## src/rtl/led_driver_bank_if.sv

```systemverilog
// ----------------------------------------------------------------------------
// led_driver_bank_if
//
// Single-cycle configuration write port for led_driver_bank. One write loads
// mode, blink rate and pending PWM duty of the channel selected by WSEL.
//
// Signals:
//   WE     write strobe, sampled on the rising CLK edge
//   WSEL   channel index (indices >= CHANNELS are ignored by the slave)
//   WMODE  mode code: 00 OFF, 01 ON, 10 BLINK, 11 PWM
//   WRATE  blink tap index into the prescaler
//   WDUTY  PWM duty value
//
// Modports:
//   master  drives the write port (host / testbench)
//   slave   receives the write port (led_driver_bank)
// ----------------------------------------------------------------------------
interface led_driver_bank_if #(
    parameter int CHANNELS = 5,
    parameter int PWM_BITS = 8
);
    localparam int SEL_W = (CHANNELS > 1) ? $clog2(CHANNELS) : 1;

    logic                WE;
    logic [SEL_W-1:0]    WSEL;
    logic [1:0]          WMODE;
    logic [4:0]          WRATE;
    logic [PWM_BITS-1:0] WDUTY;

    modport master (
        output WE,
        output WSEL,
        output WMODE,
        output WRATE,
        output WDUTY
    );

    modport slave (
        input WE,
        input WSEL,
        input WMODE,
        input WRATE,
        input WDUTY
    );
endinterface

```

## src/rtl/led_driver_bank.sv

```systemverilog
// ----------------------------------------------------------------------------
// led_driver_bank
//
// Multi-channel LED driver. A free-running prescaler counter feeds per-channel
// output logic; each channel runs OFF, ON, BLINK (a prescaler bit) or PWM
// (low prescaler bits compared against a duty). Duty changes are staged in a
// pending register and committed on PWM period boundaries so periods never
// glitch; mode and rate changes apply immediately.
//
// Parameters:
//   CHANNELS  number of LED outputs (1..16)
//   WIDTH     prescaler width (PWM_BITS+1..32)
//   PWM_BITS  PWM resolution (1..16)
//
// Ports:
//   CLK    sole clock, rising edge
//   RESET  synchronous active-high reset, priority over everything
//   wr     configuration write port (led_driver_bank_if.slave)
//   LED    registered LED drive, bit i = channel i
//   TICK   registered one-cycle pulse, high while cnt == 0 after a wrap
//
// Build option:
//   LED_DRIVER_BLINK_DEFAULT_EN  when defined, reset puts every channel into
//   BLINK at the slowest tap (WIDTH-1) for a power-on heartbeat; otherwise
//   reset leaves every channel OFF.
// ----------------------------------------------------------------------------
module led_driver_bank #(
    parameter int CHANNELS = 5,
    parameter int WIDTH    = 24,
    parameter int PWM_BITS = 8
) (
    input  logic                CLK,
    input  logic                RESET,
    led_driver_bank_if.slave    wr,
    output logic [CHANNELS-1:0] LED,
    output logic                TICK
);

    localparam int SEL_W = (CHANNELS > 1) ? $clog2(CHANNELS) : 1;

    localparam logic [1:0] MODE_OFF   = 2'b00;
    localparam logic [1:0] MODE_ON    = 2'b01;
    localparam logic [1:0] MODE_BLINK = 2'b10;
    localparam logic [1:0] MODE_PWM   = 2'b11;

    // Highest usable blink tap; WIDTH <= 32 so it always fits in 5 bits.
    localparam logic [4:0] TAP_MAX = 5'(WIDTH - 1);

`ifdef LED_DRIVER_BLINK_DEFAULT_EN
    localparam logic [1:0] RST_MODE = MODE_BLINK;
    localparam logic [4:0] RST_RATE = TAP_MAX;
`else
    localparam logic [1:0] RST_MODE = MODE_OFF;
    localparam logic [4:0] RST_RATE = 5'd0;
`endif

    // Clamp a requested blink tap to the prescaler's top bit.
    function automatic logic [4:0] sat_tap(input logic [4:0] req);
        return (req > TAP_MAX) ? TAP_MAX : req;
    endfunction

    logic [WIDTH-1:0]    cnt;
    logic [CHANNELS-1:0] led_next_p0;
    logic                commit_p0;
    logic                wrap_p0;
    logic                wr_hit_p0;

    // ---- stage p0: decode of prescaler state and write port -------------
    always_comb begin
        commit_p0 = &cnt[PWM_BITS-1:0];
        wrap_p0   = &cnt;
        // Out-of-range channel indices are dropped here so no channel sees them.
        wr_hit_p0 = wr.WE && (int'(wr.WSEL) < CHANNELS);
    end

    // ---- per-channel configuration and next-LED logic --------------------
    for (genvar g = 0; g < CHANNELS; g++) begin : g_ch
        logic [1:0]          mode;
        logic [4:0]          rate;
        logic [PWM_BITS-1:0] duty_pend;
        logic [PWM_BITS-1:0] duty_act;
        logic                sel_hit;
        logic [4:0]          tap;
        logic                led_ch;

        assign sel_hit = wr_hit_p0 && (wr.WSEL == SEL_W'(g));
        assign tap     = sat_tap(rate);

        always_comb begin
            led_ch = 1'b0;
            case (mode)
                MODE_OFF:   led_ch = 1'b0;
                MODE_ON:    led_ch = 1'b1;
                // Mask-and-reduce picks cnt[tap] without a variable part-select.
                MODE_BLINK: led_ch = |(cnt & (WIDTH'(1) << tap));
                MODE_PWM:   led_ch = (cnt[PWM_BITS-1:0] < duty_act);
                default:    led_ch = 1'b0;
            endcase
        end

        assign led_next_p0[g] = led_ch;

        // Commit reads duty_pend before this edge's write lands, so a write
        // on a boundary edge waits for the following boundary.
        always_ff @(posedge CLK) begin
            if (RESET) begin
                mode      <= RST_MODE;
                rate      <= RST_RATE;
                duty_pend <= '0;
                duty_act  <= '0;
            end else begin
                if (commit_p0) begin
                    duty_act <= duty_pend;
                end
                if (sel_hit) begin
                    mode      <= wr.WMODE;
                    rate      <= wr.WRATE;
                    duty_pend <= wr.WDUTY;
                end
            end
        end
    end

    // ---- stage p1: registered prescaler and outputs ----------------------
    always_ff @(posedge CLK) begin
        if (RESET) begin
            cnt  <= '0;
            LED  <= '0;
            TICK <= 1'b0;
        end else begin
            cnt  <= cnt + WIDTH'(1);
            LED  <= led_next_p0;
            TICK <= wrap_p0;
        end
    end

endmodule
```

## src/flat_wrapper.sv

```systemverilog
// flat-port wrapper written by rule: the top's interface ports become plain ports
module led_driver_bank_flat 
#(
    parameter int CHANNELS = 5,
    parameter int WIDTH    = 24,
    parameter int PWM_BITS = 8
)
  (CLK, RESET, LED, TICK, wr_WE, wr_WSEL, wr_WMODE, wr_WRATE, wr_WDUTY);
  led_driver_bank_if #(.CHANNELS(CHANNELS), .PWM_BITS(PWM_BITS)) wr_i ();
  input  logic CLK;
  input  logic RESET;
  output logic [CHANNELS-1:0] LED;
  output logic TICK;
  input wire logic [$bits(wr_i.WE)-1:0] wr_WE;
  input wire logic [$bits(wr_i.WSEL)-1:0] wr_WSEL;
  input wire logic [$bits(wr_i.WMODE)-1:0] wr_WMODE;
  input wire logic [$bits(wr_i.WRATE)-1:0] wr_WRATE;
  input wire logic [$bits(wr_i.WDUTY)-1:0] wr_WDUTY;
  assign wr_i.WE = wr_WE;
  assign wr_i.WSEL = wr_WSEL;
  assign wr_i.WMODE = wr_WMODE;
  assign wr_i.WRATE = wr_WRATE;
  assign wr_i.WDUTY = wr_WDUTY;
  led_driver_bank #(.CHANNELS(CHANNELS), .WIDTH(WIDTH), .PWM_BITS(PWM_BITS)) u_core (.CLK(CLK), .RESET(RESET), .wr(wr_i), .LED(LED), .TICK(TICK));
endmodule
```

## config.mk

```make
export PLATFORM = sky130hd
export DESIGN_NAME = led_driver_bank_flat
export DESIGN_NICKNAME = d
export VERILOG_FILES = /design/src/rtl/led_driver_bank_if.sv /design/src/rtl/led_driver_bank.sv /design/src/flat_wrapper.sv
export SDC_FILE = /design/constraint.sdc
export NUM_CORES = 1
export LEC_CHECK = 0
export ABC_AREA = 1
export BUFFER_PORTS_ARGS = -buffer_cell sky130_fd_sc_hd__buf_2
export CAP_MARGIN = 40
export CORE_UTILIZATION = 50
export DETAILED_ROUTE_END_ITERATION = 7
export PLACE_DENSITY = 0.75
export SETUP_SLACK_MARGIN = 0.1
export SKIP_LAST_GASP = 1
export SLEW_MARGIN = 5
export SYNTH_ARGS = -nofsm -noshare
export SYNTH_HDL_FRONTEND = slang
export SYNTH_SLANG_ARGS = --single-unit
```

## constraint.sdc

```tcl
create_clock -name CLK -period 1.9 [get_ports CLK]
set_clock_uncertainty 0.1 [all_clocks]
set_input_delay 0.285 -clock CLK [delete_from_list [all_inputs] [get_ports CLK]]
set_output_delay 0.285 -clock CLK [all_outputs]
set_load 0.03 [all_outputs]
```

==> metrics.yaml <==
multi_input_area_um2: 4069
p_leak_nw: 3.705
initial_core_util_pct: 51.65
tns_ps: 0
design.core.area_um2: 14640
grt_use_total_pct: 28.04
placed_cells: 1328
antennaDiodeCount: 0
place_area_um2: 8049
syn_inst: 1128
dieArea_um2: 15620
clockBufferDepth: 2
synth-edff-count: 0
grt_remaining_overflow: 0
status: "finished with violations"
critPathCaptureType: "flop"
wl_met1_um: 9817
setup_viol: 0
ctsHoldBuffers: 0
place_congestion: 0.9341
p_total_mw: 7.209
grt_pass1_vias: 6992
final_nets: 1227
min_path_type: "in -> reg"
slew_headroom_pct: 61.89
pre_cts_slack_ps: 17.11
fill_cells: 1385
drt_first_pass_iters: 7
syn_area_um2: 7564
grt_max_degree: 81
die_w_um: 125.0
fin_area_um2: 8845
crit_path_max_fanout: 40
tritoncts: "built"
maxCapViolCount: 0
seqPwrFrac_pct: 43.7
ys_async_sr_fraction_pct: 0
synth_top_area_share_pct: 38.38
p_switching_mw: 1.731
rows: 44
crit_required_ps: 2100
synth-seq-cells: 145
grt_pass1_wl_um: 34470
worstPathArrival_ps: 1950
numCtsBuffers: 17
dp.final_hpwl_um: 14910
stdcell_count: 1367
drive_above_1_share_pct: 12.34
clock_tree.root_cell: "clkbuf_16"
pwr-share-clk_pct: 48.8
pwr-share-comb_pct: 7.5
crit_type: "reg -> reg"
switching_share_pct: 24.01
rsz0062_at_grt: "yes"
min_period_ps: 1756
ctsHtreeMaxLevel: 4
routed.top_layer: "met4"
fin_ws_ps: 143.6
seq_area_um2: 2910
yosys_warnings: 0
hold_viol: 0
p_int_mw: 5.478
die_h_um: 125.0
peakVddDrop_mv: 0.5773
portBuffers: 26
fin_util_pct: 60.40
critPathLaunchType: "flop"
wl_per_cell_um: 15.88
drc_errors: 2
io_pins: 27
grt_antenna_before_repair: 0
clkLatencyLatePin_ps: 430
yosys-top-cells-area: "dfxtp_1 (38%), o21ai_0 (9.7%), nand2_1 (9.0%)"
avgSynthCellArea_um2: 6.705
cts.clk_slew.worst_paths_ps: 60
worstMarginPinSlew_ps: 570.8
fmax_mhz: 569.4
syn2layout_area_growth_pct: 16.94
power_density_nw_per_um2: 815.0
yosysTopAreaCell: "dfxtp_1"
holdWs_ps: 102.9
ys_seq_area_share_pct: 38.38
drtIter0Drc: 586
ys_types: 30
slew_violations: 0
period_share_pct: 92.44
dr_wl_met2_um: 9607
vias: 7554
ys.flop_type: "dfxtp_1"
syn_nets: 1185
post_drt_via_cell_ratio: 5.526
met3_length_um: 1621
violations: "design-rule violations"
cts_sinks: 145
ant_nets: 0
drt-total-wl_um: 21700
==> final timing paths <==
check,slack (ps),cells after the start,start,endpoint
worst max-delay path,140,7,u_core.cnt[0],u_core.g_ch[1].duty_act[3]
worst min-delay path,100,2,RESET,u_core.cnt[0]
worst max register to register,140,7,u_core.cnt[0],u_core.g_ch[1].duty_act[3]
worst min register to register,350,2,u_core.g_ch[0].duty_act[0],u_core.g_ch[0].duty_act[0]
==> worst max-delay path, stage by stage, from the launching register on <==
cell and delay, ps:
dfxtp_4 350, ha_2 180, nand2_1 60, inv_2 90
nand4_1 240, clkbuf_16 300, o21ai_0 220, a21oi_1 70
==> power groups by stage <==
stage	Clock (mW)	Combinational (mW)	Sequential [mW]
final	3.52	0.544	3.15
after global routing	3.67	0.616	3.15
after CTS	3.54	0.525	3.14
after detailed placement	0	0.519	3.21
after global placement	0	0.512	3.21
after floorplan	0	0.324	3.21
==> logic make-up after synthesis <==
logic type                 count (synthesis)  synth area share [%]
and+or+nand+nor                          498                 28.24
DFF                                      145                 38.38
xor gates and xnor gates                   3                0.3475
buffers and inverters                    178                 9.016
adders and majority gates                 36                 5.955
AOI/OAI and AO/OA                        268                 18.06
==> synthesized netlist by cell type, types with 3 or more instances <==
master      n
nor2_2      7
nand3b_1    3
xor2_1      3
nand2_2     3
o21a_1      4
buf_2      11
o21ai_0   146
a21oi_1   112
nor2_1    179
ha_1       36
dfxtp_1   145
clkinv_1    4
clkbuf_1   34
nand4_1    21
inv_1     126
nand3_1    85
nor3_1      8
nand2_1   182
==> state kept, by name (all words and copies together) (netlist names) <==
signal                 count
u_core.cnt                24
u_core.g_ch.mode          10
u_core.g_ch.rate          25
u_core.LED                 5
u_core.g_ch.duty_pend     40
u_core.TICK                1
u_core.g_ch.duty_act      40
==> area by class of cell <==
type,count,area share [%]
Multi-Input combinational cell,805,46.00
Sequential cell,145,32.90
Timing Repair Buffer,70,5.899
Inverter,131,5.559
Clock buffer,22,5.361
Tap cell,184,2.603
Clock inverter,10,1.669
==> per-layer routing <==
layer  GRT usage (%)  up-vias
met5               0        -
met4           12.12        0
met3           5.392       57
met2           45.15      278
met1           36.72     3427
li1                -     3792
==> what timing repair did <==
item	CTS	global route
endpoints found under the setup margin	10	51
resized for setup	4	36
buffers inserted	0	6
pin swaps	2	5
hold endpoints to repair	0	0
cloned	0	1
==> cell usage in the layout (no fill, tap or decap), types with 3 or more instances in the layout <==
master,count
clkbuf_16,18
buf_4,36
dfxtp_2,3
nand2_1,176
nand3b_1,3
nor2_1,172
xor2_1,3
clkinv_4,3
o21a_1,4
nand2_2,9
ha_1,35
dfxtp_1,141
inv_2,4
nand3_1,82
inv_6,3
buf_6,5
nor3_1,8
inv_1,124
clkbuf_8,3
nand4_1,21
bufinv_16,3
buf_2,26
nand3_2,4
clkinv_1,3
a21oi_1,112
nor2_2,12
o21ai_0,142
nor2_4,4
(Power assumes the default switching activity.)
